File: src/rtl/ibexc_sleep_ctrl_pkg.sv
// Shared types for the sleep/clock-enable controller.
// The sleep_state_e encoding is reused by assertions and the bench.
package ibexc_sleep_ctrl_pkg;

    typedef enum logic [2:0] {
        RUN   = 3'd0,
        DRAIN = 3'd1,
        HOLD  = 3'd2,
        SLEEP = 3'd3,
        WAKE  = 3'd4
    } sleep_state_e;

    localparam logic [31:0] SleepCntMax = 32'hFFFF_FFFF;

    function automatic logic [31:0] sat_inc32(input logic [31:0] v);
        return (v == SleepCntMax) ? v : v + 32'd1;
    endfunction

endpackage

File: src/rtl/ibexc_outstanding_cnt.sv
// Saturating outstanding-transaction counter with a sticky over/underflow flag.
// Reusable for any request/response bus that needs drain tracking.
module ibexc_outstanding_cnt #(
    parameter int OutstW = 2
) (
    input  logic              clk_i,
    input  logic              rst_i,
    input  logic              inc_i,
    input  logic              dec_i,
    output logic [OutstW-1:0] count_o,
    output logic              zero_o,
    output logic              error_o
);

    localparam logic [OutstW-1:0] CntMax = '1;

    logic [OutstW-1:0] r_count;
    logic              r_error;

    // Simultaneous inc and dec cancel; the out-of-range side holds and flags.
    always_ff @(posedge clk_i) begin
        if (rst_i) begin
            r_count <= '0;
            r_error <= 1'b0;
        end else if (inc_i && !dec_i) begin
            if (r_count == CntMax) begin
                r_error <= 1'b1;
            end else begin
                r_count <= r_count + OutstW'(1);
            end
        end else if (dec_i && !inc_i) begin
            if (r_count == '0) begin
                r_error <= 1'b1;
            end else begin
                r_count <= r_count - OutstW'(1);
            end
        end
    end

    assign count_o = r_count;
    assign zero_o  = (r_count == '0);
    assign error_o = r_error;

endmodule

File: src/rtl/ibexc_sleep_ctrl.sv
// Multi-source wake / clock-enable controller for the core clock gate.
// Optional SLEEP-cycle counter (sleep_cnt_o) is built when IBEXC_SLEEP_CNT_EN is defined.
module ibexc_sleep_ctrl
    import ibexc_sleep_ctrl_pkg::*;
#(
    parameter int NumWake    = 4,
    parameter int HystCycles = 8,
    parameter int OutstW     = 2,
    parameter int SrcW       = (NumWake > 1) ? $clog2(NumWake) : 1
) (
    input  logic               clk_i,
    input  logic               rst_i,
    input  logic               core_busy_i,
    input  logic               test_en_i,
    input  logic [NumWake-1:0] wake_i,
    input  logic [NumWake-1:0] wake_en_i,
    input  logic [NumWake-1:0] wake_edge_i,
    input  logic               bus_req_i,
    input  logic               bus_gnt_i,
    input  logic               bus_rvalid_i,
    output logic               clk_en_o,
    output logic               core_sleep_o,
    output logic [NumWake-1:0] wake_pending_o,
    output logic [SrcW-1:0]    wake_src_o,
    output logic               proto_err_o,
    output sleep_state_e       dbg_state_o,
    output logic [OutstW-1:0]  dbg_outst_o
`ifdef IBEXC_SLEEP_CNT_EN
    ,
    output logic [31:0]        sleep_cnt_o
`endif
);

    localparam int HystW = (HystCycles > 1) ? $clog2(HystCycles) : 1;
    localparam logic [HystW-1:0] HystLoad = (HystCycles > 0) ? HystW'(HystCycles - 1) : '0;

    sleep_state_e      r_state;
    logic [HystW-1:0]  r_hyst;
    logic              r_sleep;
    logic [SrcW-1:0]   r_src;
    logic [NumWake-1:0] r_wake_q;
    logic [NumWake-1:0] r_pending;

    logic [NumWake-1:0] w_rise;
    logic [NumWake-1:0] w_wake_act;
    logic               w_any_wake;
    logic [SrcW-1:0]    w_src;
    logic               w_outst_zero;
    logic               w_outst_err;
    logic [OutstW-1:0]  w_outst;
    logic               w_drained;
    logic               w_wake_or_busy;

    ibexc_outstanding_cnt #(
        .OutstW (OutstW)
    ) u_outst (
        .clk_i   (clk_i),
        .rst_i   (rst_i),
        .inc_i   (bus_req_i & bus_gnt_i),
        .dec_i   (bus_rvalid_i),
        .count_o (w_outst),
        .zero_o  (w_outst_zero),
        .error_o (w_outst_err)
    );

    // Edge-mode wakes are latched so a short pulse survives until WAKE.
    assign w_rise         = wake_i & ~r_wake_q;
    assign w_wake_act     = (wake_i & wake_en_i & ~wake_edge_i) | (r_pending & wake_en_i);
    assign w_any_wake     = |w_wake_act;
    assign w_drained      = w_outst_zero & ~bus_req_i;
    assign w_wake_or_busy = core_busy_i | w_any_wake;

    always_comb begin
        w_src = '0;
        for (int i = NumWake - 1; i >= 0; i--) begin
            if (w_wake_act[i]) begin
                w_src = SrcW'(i);
            end
        end
    end

    always_ff @(posedge clk_i) begin
        if (rst_i) begin
            r_wake_q  <= '0;
            r_pending <= '0;
        end else begin
            r_wake_q  <= wake_i;
            r_pending <= ((r_state == WAKE) ? '0 : r_pending) | (w_rise & wake_edge_i);
        end
    end

    // r_sleep mirrors (r_state == SLEEP) so the gate enable comes straight from a flop.
    always_ff @(posedge clk_i) begin
        if (rst_i) begin
            r_state <= RUN;
            r_hyst  <= '0;
            r_sleep <= 1'b0;
            r_src   <= '0;
        end else begin
            case (r_state)
                RUN: begin
                    if (!w_wake_or_busy) begin
                        r_state <= DRAIN;
                    end
                end
                DRAIN: begin
                    if (w_wake_or_busy) begin
                        r_state <= RUN;
                    end else if (w_drained) begin
                        if (HystCycles == 0) begin
                            r_state <= SLEEP;
                            r_sleep <= 1'b1;
                        end else begin
                            r_state <= HOLD;
                            r_hyst  <= HystLoad;
                        end
                    end
                end
                HOLD: begin
                    if (w_wake_or_busy) begin
                        r_state <= RUN;
                    end else if (bus_req_i) begin
                        r_state <= DRAIN;
                    end else if (r_hyst == '0) begin
                        r_state <= SLEEP;
                        r_sleep <= 1'b1;
                    end else begin
                        r_hyst <= r_hyst - HystW'(1);
                    end
                end
                SLEEP: begin
                    if (w_any_wake) begin
                        r_state <= WAKE;
                        r_sleep <= 1'b0;
                        r_src   <= w_src;
                    end
                end
                WAKE: begin
                    r_state <= RUN;
                end
                default: begin
                    r_state <= RUN;
                    r_sleep <= 1'b0;
                end
            endcase
        end
    end

`ifdef IBEXC_SLEEP_CNT_EN
    logic [31:0] r_sleep_cnt;

    always_ff @(posedge clk_i) begin
        if (rst_i) begin
            r_sleep_cnt <= '0;
        end else if (r_state == SLEEP) begin
            r_sleep_cnt <= sat_inc32(r_sleep_cnt);
        end
    end

    assign sleep_cnt_o = r_sleep_cnt;
`endif

    assign clk_en_o       = ~r_sleep | test_en_i;
    assign core_sleep_o   = r_sleep;
    assign wake_pending_o = r_pending;
    assign wake_src_o     = r_src;
    assign proto_err_o    = w_outst_err;
    assign dbg_state_o    = r_state;
    assign dbg_outst_o    = w_outst;

endmodule

File: config.mk
export PLATFORM = sky130hd
export DESIGN_NAME = ibexc_sleep_ctrl
export DESIGN_NICKNAME = d
export VERILOG_FILES = /design/src/rtl/ibexc_sleep_ctrl_pkg.sv /design/src/rtl/ibexc_outstanding_cnt.sv /design/src/rtl/ibexc_sleep_ctrl.sv
export SDC_FILE = /design/constraint.sdc
export NUM_CORES = 1
export LEC_CHECK = 0
export CAP_MARGIN = 30
export CORE_MARGIN = 2
export CORE_UTILIZATION = 47
export CTS_BUF_LIST = sky130_fd_sc_hd__clkbuf_2 sky130_fd_sc_hd__clkbuf_4 sky130_fd_sc_hd__clkbuf_8
export CTS_CLUSTER_DIAMETER = 50
export CTS_CLUSTER_SIZE = 16
export DETAILED_ROUTE_END_ITERATION = 12
export PLACE_DENSITY = 0.85
export SLEW_MARGIN = 20
export SYNTH_ARGS = -nofsm -noshare
export SYNTH_HDL_FRONTEND = slang
export SYNTH_SLANG_ARGS = --single-unit
File: constraint.sdc
create_clock -name clk_i -period 2.1 [get_ports clk_i]
set_clock_uncertainty 0.1 [all_clocks]
set_input_delay 0.42 -clock clk_i [delete_from_list [all_inputs] [get_ports clk_i]]
set_output_delay 0.42 -clock clk_i [all_outputs]
set_load 0.03 [all_outputs]
; ---- Yosys cells after proc, flatten, opt, wreduce, memory -nomap -nowiden
; Cells that the tools add are included.
[op_classes]
addsub = 3
eq_ne = 18
n_reduce_logical = 18
bitwise = 16
mux = 32
[ops]
columns = operator, n
row1 = $mux W3, 12
row2 = $and A4 B4 Y4, 5
row3 = $ne A2 B2 Y1 const B, 10
row4 = $mux W2, 8
row5 = $pmux W3 S4, 1
row6 = $mux W1, 8
row7 = $not A4 Y4, 2
row8 = $or A4 B4 Y4, 2
row9 = $eq A3 B2 Y1 const B, 2
row10 = $logic_not A3 Y1, 2
row11 = $pmux W3 S2, 1
row12 = $reduce_and A3 Y1, 2
row13 = $reduce_and A6 Y1, 1
row14 = $reduce_bool A2 Y1, 3
row15 = $reduce_and A5 Y1, 1
row16 = $mux W4, 1
row17 = $ne A4 B4 Y1 const B, 1
row18 = $reduce_and A4 Y1, 1
row19 = $reduce_or A4 Y1, 1
row20 = $eq A3 B1 Y1 const B, 1
row21 = $eq A3 B3 Y1 const B, 1
row22 = $ne A3 B3 Y1 const B, 1
row23 = $not A1 Y1, 3
row24 = $pmux W1 S3, 1
row25 = 12 further kinds, 16
[totals]
regBits = 20
input_bits = 19

; ---- Depth between registers and ports, before layout
[depth]
depth_word = 7
mapped_depth = 7

; ---- Hierarchy
; A second synthesis with hierarchy kept.
[hier_totals]
cells_unflattened = 125
area_unflattened_um2 = 1122.3
[modules_own_cells]
columns = mod, cells_per_inst, instances, area_each_um2
row1 = ibexc_sleep_ctrl, 103, 1, 942.2
row2 = ibexc_outstanding_cnt, 22, 1, 180.2

; ---- Least setup slack after synthesis
; No wires, ideal clock.
[synth_path]
path_kind = reg-to-reg
start = register r_state[0] (netlist: dbg_state_o[0])
end = register r_hyst[2]
t_required_ns = 1.867
arrival_time_ns = 1.788
path_slack_ns = 0.078
period_less_slack_ns = 2.022
setup_time_ns = 0.133
path_stages_with_launch = 7
cell_sequence = dfxtp_1 -> buf_2 -> nand2b_1 -> o32a_1 -> or3_4 -> nor4_4 -> a311oi_1
[synth_via]
elab_chain_len = 3
[synth_lines]
columns = item, line
row1 = from (decl), ibexc_sleep_ctrl.sv:37  ; sleep_state_e r_state;
row2 = from (signal assigned), ibexc_sleep_ctrl.sv:95  ; r_state <= RUN;
row3 = from (signal assigned), ibexc_sleep_ctrl.sv:103  ; r_state <= DRAIN;
row4 = from (signal assigned), ibexc_sleep_ctrl.sv:108  ; r_state <= RUN;
row5 = $eq A3 B2 Y1 / $eq A3 B1 Y1 (equally long branches), ibexc_sleep_ctrl.sv:100  ; case (r_state)
row6 = $ne A2 B2 Y1 (no line) / $reduce_bool A2 Y1 (equally long branches), --
row7 = $reduce_and A6 Y1 (no line), --
row8 = to (signal assigned), ibexc_sleep_ctrl.sv:115  ; r_hyst <= HystLoad;
row9 = to (signal assigned), ibexc_sleep_ctrl.sv:128  ; r_hyst <= r_hyst - HystW'(1);
row10 = to (decl), ibexc_sleep_ctrl.sv:38  ; logic [HystW-1:0] r_hyst;
; Parallel ways exist; a longest one is shown, timed or not.
; A chain may end at the register's enable or synchronous reset.

; ---- Final worst setup path
[layout_path]
start = register u_outst.r_count[0] (netlist: u_outst.count_o[0])
end = output dbg_outst_o[0]
[layout_lines]
columns = item, line
row1 = from (decl), ibexc_outstanding_cnt.sv:17  ; logic [OutstW-1:0] r_count;
row2 = from (signal assigned), ibexc_outstanding_cnt.sv:29  ; r_count <= r_count + OutstW'(1);
row3 = from (signal assigned), ibexc_outstanding_cnt.sv:35  ; r_count <= r_count - OutstW'(1);
row4 = to (decl), ibexc_sleep_ctrl.sv:27  ; output logic [OutstW-1:0] dbg_outst_o
; No word-level cell between the ends.

==> metrics <==
clock tree from TritonCTS done; Setup crit start u_outst.count_o[0]$_SDFFE_PP0P_; Post-Synthesis Cell Area 1030 um^2; Chip Height 50.9 um; area used by multi-input combinational logic 576 um^2; total congestion overflow 0; mean cell area of the mapped netlist 8.54 um^2; clock latency reported for the late side of the worst-skew pair between 300 and 400 ps; worst-case clock buffer depth 2; number of DRC violations after detailed routing 0; Crit path max-delay family buffers and inverters; FILL cells 153; Crit Path Category register to primary output; GP Congestion 0.894; met3 Resource Use GR 0.0468; FFs w/ async S/R, synth 0; final setup vio count 0; post-DR vias/cell 5.47; num rows 16; core area a little over 2000 um^2; hold buffers post-CTS 0; iteration count of the initial detailed-routing pass 4; area occupied by registers 400 um^2; global-route usage over all layers 0.224; boundary pin count 33; list of cells traversed by the critical path clkdlybuf4s50_1; slowest cell on the critical path sky130_fd_sc_hd__clkdlybuf4s50_1; clock buffer count from CTS 3; number of nets in the layout 184; Least-Margin Pin Slew 366 ps; Initial DRC Count 11; initial antenna violation count 0; number of synthesized flops with an enable pin 0; wire length of the first global-routing pass about 4.4 mm; vias after detailed routing 1029; Yosys Warn Count 0; Final Routed Wirelength 2.59 mm; Hold WC Path Type register to register; number of H-tree levels 1; Buffers on Ports 32; antenna-violating nets left 0; static leakage roughly 0.6 nW; Primary FF master, synth sky130_fd_sc_hd__dfxtp_1; Period minus WS final around 2000 ps; layer carrying the most global-route usage met2; quantity of gates resized following cts 0; Post CTS Setup Buffer Count 0; register-to-register path setup slack 170 ps; capturing element of the worst setup path dbg_outst_o[0]; highest achievable clock rate 0.497 GHz; number of maximum-capacitance violations 0; utilization after layout 0.730; delay contributed by the slowest stage of the critical path 720 ps; Worst Reg-to-Reg Cells 5; Critical Path Fanout Max 8; required time of the critical path 1580 ps; Mapped Nets 143; final count of hold timing violations 0; endpoint of the lowest-slack register-to-register path r_hyst[2]$_SDFFE_PP0P_; part of the Yosys area used for sequential elements 0.387; Arr. time, crit path about 1500 ps; Antenna Cells 0; met2 Use GR 0.417; largest vdd supply drop roughly 0.00057 V; Area growth syn-to-layout 42.9%; post-synthesis sequential element count 20; RSZ-0062 raised after global routing no; sort of element at the end of the critical path primary output; initial core utilization 0.511; power density over the cells 554 nW/um^2; placed wire-length estimate 1.99 mm; Bufs and invs on worst path 1; CTS Root Buffer Type sky130_fd_sc_hd__clkbuf_4; die area 2590 um^2; launching element type of the critical path register; Die Span X 50.9 um; Slew headroom 0.750; distinct cell type count after synthesis 38; met1 Track Usage GR 0.247; status finished clean; Critical R2R Launch dbg_state_o[0]$_SDFFE_PP0P_; max-slew violation count 0; period utilization 0.957; synthesized instance count 121; pin count of the biggest net entering global routing 16; number of global-route vias before repair 1031; Cells after DPL 184; count of non-filler cells in the finished layout 188; share of final-layout standard cells stronger than drive strength 1 0.112; post-DR wirelength/cell 13.8 um; clock slew seen by the registers of the worst setup and hold paths 110 ps; Crit path depth 1; number of clock sinks 20
routing by layer:
layer  part of all wire  wire [um]
met4              0.011         28
met1               0.42       1080
met5                  0          0
met2               0.52       1340
met3              0.056        145
worst register-to-register path, stage by stage (launching register included):
cell	delay, ps
sky130_fd_sc_hd__dfxtp_1	530
sky130_fd_sc_hd__nand2b_1	120
sky130_fd_sc_hd__o32a_1	310
sky130_fd_sc_hd__or3_4	370
sky130_fd_sc_hd__nor4_4	280
sky130_fd_sc_hd__a311oi_1	120
placed cells by master (no fill, tap or decap), types with 2 or more instances in the layout:
cell / instances
sky130_fd_sc_hd__o21ai_1: 4
sky130_fd_sc_hd__a2111oi_0: 2
sky130_fd_sc_hd__nand2_1: 5
sky130_fd_sc_hd__dlymetal6s2s_1: 3
sky130_fd_sc_hd__dfxtp_1: 20
sky130_fd_sc_hd__inv_1: 10
sky130_fd_sc_hd__nand3_1: 2
sky130_fd_sc_hd__nor2_1: 9
sky130_fd_sc_hd__a211oi_1: 3
sky130_fd_sc_hd__buf_4: 10
sky130_fd_sc_hd__clkbuf_4: 3
sky130_fd_sc_hd__a311oi_1: 2
sky130_fd_sc_hd__clkdlybuf4s50_1: 28
sky130_fd_sc_hd__a21oi_1: 6
sky130_fd_sc_hd__a31oi_1: 2
sky130_fd_sc_hd__or3_1: 3
sky130_fd_sc_hd__o21ai_0: 3
sky130_fd_sc_hd__ha_1: 3
sky130_fd_sc_hd__nor3_1: 5
sky130_fd_sc_hd__nand2b_1: 5
sky130_fd_sc_hd__nor4_1: 2
sky130_fd_sc_hd__nor2b_1: 10
sky130_fd_sc_hd__a32o_1: 4
power breakdown:
group | leakage (nW) | switching, W | internal, W
sequential | 0.164 | 0.0000133 | 0.000395
combinational | 0.418 | 0.0000889 | 0.0000930
clock | 0.0210 | 0.000122 | 0.000106
sequential cells by signal, indices dropped and copies added (netlist names):
name,flops
core_sleep_o,1
u_outst.count_o,2
r_hyst,3
wake_src_o,2
u_outst.error_o,1
dbg_state_o,3
r_wake_q,4
wake_pending_o,4
logic make-up after synthesis:
group	share of synthesized area
AO/OA/AOI/OAI	0.241
buffers and inverters	0.0557
flip-flops	0.387
AND/OR/NAND/NOR	0.280
adder cells (fa/ha/maj)	0.0363
cell usage after synthesis (2+ instances only):
library cell | count | share of area
sky130_fd_sc_hd__nor2b_1 | 10 | 0.061
sky130_fd_sc_hd__dfxtp_1 | 20 | 0.39
sky130_fd_sc_hd__nor3_1 | 5 | 0.024
sky130_fd_sc_hd__o21ai_1 | 4 | 0.019
sky130_fd_sc_hd__a32o_1 | 4 | 0.039
sky130_fd_sc_hd__a21oi_1 | 6 | 0.029
sky130_fd_sc_hd__nor4_1 | 2 | 0.012
sky130_fd_sc_hd__inv_1 | 10 | 0.036
sky130_fd_sc_hd__nand2b_1 | 5 | 0.030
sky130_fd_sc_hd__nor2_1 | 9 | 0.033
sky130_fd_sc_hd__nand2_1 | 5 | 0.018
sky130_fd_sc_hd__nand3_1 | 2 | 0.0097
sky130_fd_sc_hd__o21ai_0 | 3 | 0.015
sky130_fd_sc_hd__ha_1 | 3 | 0.036
sky130_fd_sc_hd__or3_1 | 3 | 0.018
sky130_fd_sc_hd__a311oi_1 | 2 | 0.017
sky130_fd_sc_hd__a31oi_1 | 2 | 0.012
sky130_fd_sc_hd__a2111oi_0 | 2 | 0.017
sky130_fd_sc_hd__clkbuf_1 | 3 | 0.011
sky130_fd_sc_hd__a211oi_1 | 3 | 0.022
stage by stage:
step           setup WS [ps]  total power, W  hold slack, ps  area (um^2)  TNS, ps
3_3_place_gp           -87.0        0.000592             348         1430     -268
6_report                89.6        0.000818             369         1480        0
3_5_place_dp            -133        0.000598             358         1430     -329
2_1_floorplan           78.3        0.000510             338         1030        0
5_1_grt                 23.4        0.000853             404         1480        0
4_1_cts                 2.82        0.000822             374         1470        0
worst min path at each step:
stage                     cells after the start                          from  slack (ps)                            to
final                                         1        r_hyst[0]$_SDFFE_PP0P_         370        r_hyst[0]$_SDFFE_PP0P_
after detailed placement                      1        r_hyst[0]$_SDFFE_PP0P_         360        r_hyst[0]$_SDFFE_PP0P_
after floorplan                               1        r_hyst[0]$_SDFFE_PP0P_         340        r_hyst[0]$_SDFFE_PP0P_
after CTS                                     1        r_hyst[0]$_SDFFE_PP0P_         370        r_hyst[0]$_SDFFE_PP0P_
after global routing                          1        r_hyst[0]$_SDFFE_PP0P_         400        r_hyst[0]$_SDFFE_PP0P_
after global placement                        2  u_outst.error_o$_SDFFE_PP0P_         350  u_outst.error_o$_SDFFE_PP0P_
final cells by class:
type,instances,area share
Clock buffer,4,0.0246
Inverter,10,0.0254
Multi-Input combinational cell,86,0.390
Sequential cell,20,0.271
Tap cell,27,0.0229
Timing Repair Buffer,41,0.266
Power figures use the tool's default switching activity.
